### config.mk
export PLATFORM = sky130hd
export DESIGN_NAME = grn_node_lut
export DESIGN_NICKNAME = d
export VERILOG_FILES = /design/src/rtl/grn_node_lut_pkg.sv /design/src/rtl/grn_slow_div.sv /design/src/rtl/grn_node_lut.sv
export SDC_FILE = /design/constraint.sdc
export NUM_CORES = 1
export LEC_CHECK = 0
export ABC_AREA = 0
export CAP_MARGIN = 20
export CORE_AREA = 2 2 39 41
export DETAILED_ROUTE_END_ITERATION = 6
export DIE_AREA = 0 0 41 43
export PLACE_DENSITY_LB_ADDON = 0.12
export SLEW_MARGIN = 20
export SYNTH_ARGS = -nofsm -noshare
export SYNTH_HDL_FRONTEND = slang
export SYNTH_SLANG_ARGS = --single-unit
### constraint.sdc
create_clock -name clk -period 1.33 [get_ports clk]
set_input_delay 0.1995 -clock clk [delete_from_list [all_inputs] [get_ports clk]]
set_output_delay 0.1995 -clock clk [all_outputs]
set_load 0.02 [all_outputs]
### src/rtl/grn_node_lut_pkg.sv
// Shared definitions for the GRN node.
// Contents:
//   - integer clog2 and the counter-width helper (minimum width 1)
//   - LUT width helper (1 << N_IN)
//   - legal-range checks for N_IN and SLOW_DIV
//   - OR-function truth-table builder
// No ports; this file is imported by grn_slow_div and grn_node_lut.
package grn_node_lut_pkg;

   localparam int N_IN_MIN     = 1;
   localparam int N_IN_MAX     = 6;
   localparam int SLOW_DIV_MIN = 1;
   localparam int SLOW_DIV_MAX = 16;
   localparam int LUT_MAX_W    = 1 << N_IN_MAX;

   function automatic int clog2(input int v);
      int r;
      r = 0;
      for (int i = 0; i < 31; i++) begin
         if ((1 << i) < v) r = i + 1;
      end
      return r;
   endfunction

   // A divide-by-1 counter still needs one bit to exist.
   function automatic int cnt_w(input int v);
      return (clog2(v) < 1) ? 1 : clog2(v);
   endfunction

   function automatic int lut_w(input int n);
      return 1 << n;
   endfunction

   function automatic bit n_in_legal(input int n);
      return (n >= N_IN_MIN) && (n <= N_IN_MAX);
   endfunction

   function automatic bit slow_div_legal(input int d);
      return (d >= SLOW_DIV_MIN) && (d <= SLOW_DIV_MAX);
   endfunction

   // Truth table of the OR of n inputs: every index except 0 yields 1.
   function automatic logic [LUT_MAX_W-1:0] or_lut(input int n);
      logic [LUT_MAX_W-1:0] t;
      t = '0;
      for (int i = 1; i < LUT_MAX_W; i++) begin
         if (i < (1 << n)) t[i] = 1'b1;
      end
      return t;
   endfunction

endpackage

### src/rtl/grn_slow_div.sv
// Divider that paces the slow (tortoise) copy of a GRN node.
// Ports:
//   clk      system clock
//   rst      synchronous active-low reset, count -> 0
//   load_max preload the terminal count so the next step fires
//   step     count request (one slow-copy start)
//   fire     step arrives while the count is at its terminal value
module grn_slow_div
   import grn_node_lut_pkg::*;
#(
   parameter int SLOW_DIV = 2
) (
   input  logic clk,
   input  logic rst,
   input  logic load_max,
   input  logic step,
   output logic fire
);

   localparam int            CW  = cnt_w(SLOW_DIV);
   localparam logic [CW-1:0] MAX = CW'(SLOW_DIV - 1);

   logic [CW-1:0] r_cnt;
   logic          w_at_max;

   assign w_at_max = (r_cnt == MAX);
   assign fire     = step & w_at_max;

   // Terminal value returns to zero instead of wrapping, so the count
   // never leaves 0..SLOW_DIV-1 (and stays at 0 for SLOW_DIV = 1).
   always_ff @(posedge clk) begin
      if (!rst) begin
         r_cnt <= '0;
      end else if (load_max) begin
         r_cnt <= MAX;
      end else if (step) begin
         r_cnt <= w_at_max ? '0 : r_cnt + CW'(1);
      end
   end

endmodule

### src/rtl/grn_node_lut.sv
// Two-copy Boolean GRN node with a programmable regulation truth table.
// s0 (slow copy) updates once every SLOW_DIV start_s0 pulses, s1 (fast
// copy) on every start_s1. Force mode overrides the table output.
// Ports:
//   clk, rst          clock, synchronous active-low reset
//   reset_nos         load init_state into both copies (re-seed)
//   start_s0/start_s1 slow / fast copy step requests
//   init_state        seed value for reset_nos
//   in_s0/in_s1       regulator states, bit i = regulator i
//   cfg_we/cfg_din    truth-table write strobe and data
//   force_en/force_val knockout / overexpression control
//   s0/s1             registered copies; node_s0/node_s1 fan-out copies
//   eq                s0 == s1, for the global attractor detector
//   lut_q             current truth table
module grn_node_lut
   import grn_node_lut_pkg::*;
#(
   parameter int                       N_IN     = 2,
   parameter int                       SLOW_DIV = 2,
   parameter logic [(1 << N_IN) - 1:0] INIT_LUT = {{((1 << N_IN) - 1){1'b1}}, 1'b0}
) (
   input  logic                    clk,
   input  logic                    rst,
   input  logic                    reset_nos,
   input  logic                    start_s0,
   input  logic                    start_s1,
   input  logic                    init_state,
   input  logic [N_IN-1:0]         in_s0,
   input  logic [N_IN-1:0]         in_s1,
   input  logic                    cfg_we,
   input  logic [lut_w(N_IN)-1:0]  cfg_din,
   input  logic                    force_en,
   input  logic                    force_val,
   output logic                    s0,
   output logic                    s1,
   output logic                    node_s0,
   output logic                    node_s1,
   output logic                    eq,
   output logic [lut_w(N_IN)-1:0]  lut_q
);

   if (!n_in_legal(N_IN)) begin : g_bad_n_in
      $error("grn_node_lut: N_IN must be within 1..6");
   end
   if (!slow_div_legal(SLOW_DIV)) begin : g_bad_slow_div
      $error("grn_node_lut: SLOW_DIV must be within 1..16");
   end

   logic [lut_w(N_IN)-1:0] r_lut;
   logic                   r_s0;
   logic                   r_s1;
   logic                   w_f0;
   logic                   w_f1;
   logic                   w_fire0;
   logic                   w_step0;

   // Re-seed swallows any start in the same cycle, so the divider only
   // sees a step when reset_nos is low.
   assign w_step0 = start_s0 & ~reset_nos;

   grn_slow_div #(
      .SLOW_DIV (SLOW_DIV)
   ) u_div (
      .clk      (clk),
      .rst      (rst),
      .load_max (reset_nos),
      .step     (w_step0),
      .fire     (w_fire0)
   );

   // Both evaluations read r_lut, i.e. the table in force before any
   // write landing on this same edge.
   assign w_f0 = force_en ? force_val : r_lut[in_s0];
   assign w_f1 = force_en ? force_val : r_lut[in_s1];

   always_ff @(posedge clk) begin
      if (!rst) begin
         r_lut <= INIT_LUT;
         r_s0  <= 1'b0;
         r_s1  <= 1'b0;
      end else begin
         if (cfg_we) r_lut <= cfg_din;
         if (reset_nos) begin
            r_s0 <= init_state;
            r_s1 <= init_state;
         end else begin
            if (w_fire0)  r_s0 <= w_f0;
            if (start_s1) r_s1 <= w_f1;
         end
      end
   end

   assign s0      = r_s0;
   assign s1      = r_s1;
   assign node_s0 = r_s0;
   assign node_s1 = r_s1;
   assign eq      = (r_s0 == r_s1);
   assign lut_q   = r_lut;

endmodule
==> results of run 1 <==
## repair_timing
action	CTS	global route
gates cloned	0	0
resized for setup	9	3
setup endpoints to repair	9	2
hold buffers	0	0
pin swaps	0	1
setup buffers	0	0
## layout make-up
class,count,area [um^2],share of cell area
clock buffers,4,26.3,0.0404
inverters,3,11.3,0.0173
multi-input cells,23,193,0.296
flip-flops and latches,7,140,0.215
well taps,16,20.0,0.0308
repair buffers,28,260,0.400
## registers in the layout, summed over array words and instances (netlist names)
name	count
lut_q	4
node_s0	1
u_div.r_cnt	1
node_s1	1
## Yosys cell counts
master,count
a211oi_1,1
a211oi_2,1
a21boi_0,1
a221oi_1,1
a22o_2,1
buf_4,2
clkbuf_1,1
dfxtp_1,7
inv_1,3
mux2i_1,4
mux4_2,2
nand2_1,5
nor2_1,1
nor2b_1,1
nor3_1,2
o21ai_0,1
xnor2_1,2
## where the power goes
group	switching [mW]	total, mW	internal (mW)	leakage [nW]
clock network	0.0803	0.195	0.115	0.0150
logic	0.0711	0.170	0.0984	0.218
registers	0.0139	0.239	0.225	0.0582
## cells by family after synthesis
group / after synthesis / share of synthesized area
XOR/XNOR: 2 / 0.0483
flip-flops: 7 / 0.386
buffers and inverters: 6 / 0.0827
AO/OA/AOI/OAI: 6 / 0.141
multiplexers: 6 / 0.234
AND/OR/NAND/NOR: 9 / 0.107
## worst register-to-register path, stage by stage (launching register included)
cell	delay (ps)
dfxtp_1	330
mux4_2	480
a211oi_2	190
nor3_1	70
## routing by layer
layer / share of wire / vias up / track usage / routed length (um)
li1: - / 183 / - / -
met1: 0.39 / 168 / 0.149 / 372
met2: 0.49 / 20 / 0.203 / 460
met3: 0.098 / 4 / 0.0785 / 93
met4: 0.022 / 0 / 0.0800 / 21
met5: 0 / - / 0 / 0
## through the flow
| stage | instance area [um^2] | setup slack, ps | std cells |
|---|---|---|---|
| floorplan | 363 | 77.5 | 36 |
| global placement | 637 | -269 | 77 |
| detailed placement | 637 | -274 | 77 |
| CTS | 652 | 4.55 | 81 |
| global route | 651 | 84.0 | 81 |
| finish | 651 | 139 | 81 |
## worst max-delay path by stage
stage             start       to  slack, ps  cells past startpoint
3_3_place_gp   in_s1[0]  node_s1       -270                      4
5_1_grt         node_s1       s1         80                      1
2_1_floorplan  lut_q[3]  node_s1         80                      3
4_1_cts        in_s1[0]  node_s1          5                      4
3_5_place_dp   in_s1[0]  node_s1       -270                      4
6_report       in_s0[0]  node_s0        140                      4
==> metrics.yaml, run 1 <==
yosys:
  syn_area_per_cell_um2: 10.1
  yosysSeqAreaShare: 0.386
  syn_nets: 53
  yosys-top-cells-area: "dfxtp_1 (39%), mux4_2 (12%), mux2i_1 (11%)"
  netlist-cell-type-count: 17
  yosys_warnings: 0
  synth_cells: 36
  syn_area_um2: 363
  synth_top_cell_area_share: 0.386
  ys_seq_elements: 7
  synth_top_area_cell: "dfxtp_1"
cells_and_area:
  mostFrequentLayoutCells: "clkdlybuf4s50_1 (15), dlygate4sd2_1 (8), dfxtp_1 (7)"
  layout_commonest_cell: "clkdlybuf4s50_1"
  final_util: 0.470
  antenna_cells: 0
  syn2layout_area_growth_pct: 79.3
  finish.net_count: 83
  layout-drive-gt1-share: 0.169
  fill_cells: 144
critical_path:
  path_cells: "clkdlybuf4s50_1, mux4_2, nand2_1, a221oi_1"
  r2r_cells: 3
  start_kind: "primary input"
  worstPathArrival_ps: 1320
  r2r-end: "node_s1"
  worst-r2r-setup-slack_ps: 140
  critical_path.top_delay_family: "multiplexers"
  worst_path_largest_cell_delay_ps: 500
  critPathKind: "primary input to flip-flop"
  timing.rr.start: "lut_q[3]"
  cp_max_fo: 1
  cp.required_ps: 1460
  cp-end-kind: "flip-flop"
  critPathBufInv: 1
  crit_path_top_delay_cell: "mux4_2"
cts:
  cts_inserted_buffers: 3
  cts-root-buf: "clkbuf_4"
  cts.path.max_buffers: 2
  clk-insertion-delay-late_ps: 260
  path_clk_slew_ps: 50
  htree_levels: 1
  cts_num_sinks: 7
  cts_tree: "built"
pwr:
  total_power_mw: 0.604
  powerDensity_mw_per_mm2: 928
  p_leak_nw: 0.291
  worst_ir_drop_vdd_mv: 0.353
global_route:
  grt_pass1_wl_um: 1530
  grt_max_degree: 6
  grt_use_total: 0.139
  grt_remaining_overflow: 0
  antenna_found_initial: 0
  first_global_vias: 361
die:
  dieArea_mm2: 0.00176
  fp.coreArea_mm2: 0.00138
  row_count: 14
  start_util: 0.262
  die_h_um: 43
  io_pins: 26
  chipWidth_um: 41
timing:
  tns_ps: 0
  finalSetupViolations: 0
  report.final.slew_viol_count: 0
  rsz0062_at_grt: "false"
  slew_headroom: 0.837
  period_minus_slack_ps: 1190
  worstMarginPinSlew_ps: 243
  finalCritPeriodShare: 0.895
  hold_violations: 0
  fmax_mhz: 840
  whs_ps: 524
  clock_skew_ps: 3.96
job:
  cap_violations: 0
hold_path:
  whs_path_depth: 2
  min_to: "lut_q[2]"
  hold_class: "flip-flop to flip-flop"
  hp-start: "lut_q[2]"
placement:
  io_buffers: 25
  dp_hpwl_um: 760
  gp_congestion: 0.763
drt:
  ant_nets: 0
  drc: 0
  wire_per_inst_um: 11.7
  wl_um: 948
  avgViaCountPerCell: 4.63
  drt_iter0_drc: 6
  drtPass1Iterations: 4
  vias: 375
run_status:
  outcome: "complete, no violations"
Note: power is estimated with default switching activity, not from simulation.
==> run 2, diff against run 1 <==
--- a/config.mk
+++ b/config.mk
@@ -8,8 +8,10 @@
 export ABC_AREA = 0
 export CAP_MARGIN = 20
 export CORE_AREA = 2 2 39 41
+export CTS_CLUSTER_SIZE = 40
 export DETAILED_ROUTE_END_ITERATION = 6
 export DIE_AREA = 0 0 41 43
+export GPL_ROUTABILITY_DRIVEN = 0
 export PLACE_DENSITY_LB_ADDON = 0.12
 export SLEW_MARGIN = 20
 export SYNTH_ARGS = -nofsm -noshare
==> results of run 2 <==
No change in the layout: final DEF, timing and power equal those of run 1.
==> run 3, diff against run 2 <==
--- a/config.mk
+++ b/config.mk
@@ -13,6 +13,7 @@
 export DIE_AREA = 0 0 41 43
 export GPL_ROUTABILITY_DRIVEN = 0
 export PLACE_DENSITY_LB_ADDON = 0.12
+export RECOVER_POWER = 50
 export SLEW_MARGIN = 20
 export SYNTH_ARGS = -nofsm -noshare
 export SYNTH_HDL_FRONTEND = slang
==> run 3 against run 2 <==
- via count down 2.4%
- final area down 0.58%
- wire length down 0.95%
- critical endpoint is now s1
==> metrics.yaml, run 3 (same netlist as run 1, synthesis figures left out) <==
drt:
  wire_per_inst_um: 11.6  # was 11.7 um
  drc: 0  # unchanged
  vias: 366  # was 375
  wl_um: 939  # was 948 um
  drtPass1Iterations: 4  # unchanged
  avgViaCountPerCell: 4.52  # was 4.63
  ant_nets: 0  # unchanged
  drt_iter0_drc: 6  # unchanged
cts:
  cts-root-buf: "clkbuf_4"  # unchanged
  clk-insertion-delay-late_ps: 260  # about the same
  cts.path.max_buffers: 2  # unchanged
  post_cts_buffers: 0  # unchanged
  cts_tree: "built"  # unchanged
  cts_num_sinks: 7  # unchanged
  cts_inserted_buffers: 3  # unchanged
  htree_levels: 1  # unchanged
  path_clk_slew_ps: 50  # about the same
timing:
  rsz0062_at_grt: "false"  # unchanged
  period_minus_slack_ps: 1200  # was 1190 ps
  finalCritPeriodShare: 0.900  # was 0.895
  report.final.slew_viol_count: 0  # unchanged
  slew_headroom: 0.830  # was 0.837
  hold_violations: 0  # unchanged
  tns_ps: 0  # unchanged
  worstMarginPinSlew_ps: 254  # was 243 ps
  setup_ws_ps: 134  # was 139 ps
  fmax_mhz: 836  # was 840 MHz
  finalSetupViolations: 0  # unchanged
  clock_skew_ps: 3.95  # was 3.96 ps
  whs_ps: 525  # was 524 ps
pwr:
  powerDensity_mw_per_mm2: 934  # was 928 mW/mm^2
  p_leak_nw: 0.288  # was 0.291 nW
  worst_ir_drop_vdd_mv: 0.353  # about the same
cells_and_area:
  layout_commonest_cell: "clkdlybuf4s50_1"  # unchanged
  layout-drive-gt1-share: 0.154  # was 0.169
  antenna_cells: 0  # unchanged
  largest_reg_flops: 4  # unchanged
  final_util: 0.467  # was 0.470
  syn2layout_area_growth_pct: 78.3  # was 79.3%
  mostFrequentLayoutCells: "clkdlybuf4s50_1 (14), dlygate4sd2_1 (8), dfxtp_1 (7)"  # was clkdlybuf4s50_1 (15), dlygate4sd2_1 (8), dfxtp_1 (7)
  finish.net_count: 83  # unchanged
die:
  start_util: 0.262  # unchanged
  die_h_um: 43  # unchanged
  dieArea_mm2: 0.00176  # unchanged
  io_pins: 26  # unchanged
  row_count: 14  # unchanged
  fp.coreArea_mm2: 0.00138  # unchanged
  chipWidth_um: 41  # unchanged
global_route:
  first_global_vias: 361  # unchanged
  grt_remaining_overflow: 0  # unchanged
  grt_use_total: 0.139  # unchanged
  antenna_found_initial: 0  # unchanged
  grt_max_degree: 6  # unchanged
  grt_pass1_wl_um: 1530  # unchanged
hold_path:
  hold_class: "flip-flop to flip-flop"  # unchanged
  whs_path_depth: 2  # unchanged
  hp-start: "lut_q[2]"  # unchanged
critical_path:
  r2r_cells: 3  # unchanged
  worstPathArrival_ps: 1000  # was 1320 ps
  cp_max_fo: 4  # was 1
  cp-end-kind: "output pin"  # was flip-flop
  critPathBufInv: 1  # unchanged
  worst_path_largest_cell_delay_ps: 390  # was 500 ps
  critPathKind: "flip-flop to output pin"  # was primary input to flip-flop
  cp_num_cells: 1  # was 4
  worst-r2r-setup-slack_ps: 150  # was 140 ps
  path_cells: "dlygate4sd2_1"  # was clkdlybuf4s50_1, mux4_2, nand2_1, a221oi_1
  startpoint: "node_s1"  # was in_s0[0]
  critical_path.top_delay_family: "flip-flops"  # was multiplexers
  cp.required_ps: 1130  # was 1460 ps
  crit_path_top_delay_cell: "dfxtp_1"  # was mux4_2
  timing.rr.start: "lut_q[3]"  # unchanged
  start_kind: "flip-flop"  # was primary input
placement:
  post-place-ws_ps: -274  # unchanged
  dp_hpwl_um: 760  # unchanged
  io_buffers: 25  # unchanged
job:
  cap_violations: 0  # unchanged
run_status:
  outcome: "complete, no violations"  # unchanged
-- run 3: per-layer routing --
layer	vias up	wire length, um	GRT usage
li1	183	-	-
met1	167	379	0.149
met2	12	456	0.203
met3	4	78	0.0785
met4	0	25	0.0800
met5	-	0	0
-- run 3: worst paths after layout --
| check | end |
|---|---|
| worst max-delay path | s1 |
| worst min-delay path | lut_q[2] |
| worst max register to register | node_s1 |
| worst min register to register | lut_q[2] |
-- run 3: cell type report --
type                            instances  area, um^2
Clock buffer                            4        26.3
Tap cell                               16        20.0
Inverter                                3        11.3
Multi-Input combinational cell         23         193
Fill cell                             144         737
Timing Repair Buffer                   28         256
Sequential cell                         7         140
-- run 3: tightest hold or removal path: cells and delay by family (launching register included) --
kind,cells,cell delay [ps]
muxes,1,80
DFF,1,360
and+or+nand+nor,1,60
-- run 3: stage by stage --
stage	instances	power (mW)	cell area (um^2)
finish	81	0.604	647
global placement	77	0.432	637
global route	81	0.648	647
CTS	81	0.619	652
floorplan	36	0.328	363
detailed placement	77	0.432	637
-- run 3: where the power goes --
part / internal, mW / switching (mW) / leakage [nW] / total [mW]
sequential: 0.225 / 0.0139 / 0.0582 / 0.239
clock: 0.115 / 0.0827 / 0.0150 / 0.197
combinational: 0.0965 / 0.0708 / 0.214 / 0.167
-- run 3: timing repair --
action	in CTS	in global routing
pin swaps	0	1
gates resized for setup	9	3
hold buffers	0	0
endpoints found under the setup margin	9	2
cloned	0	0
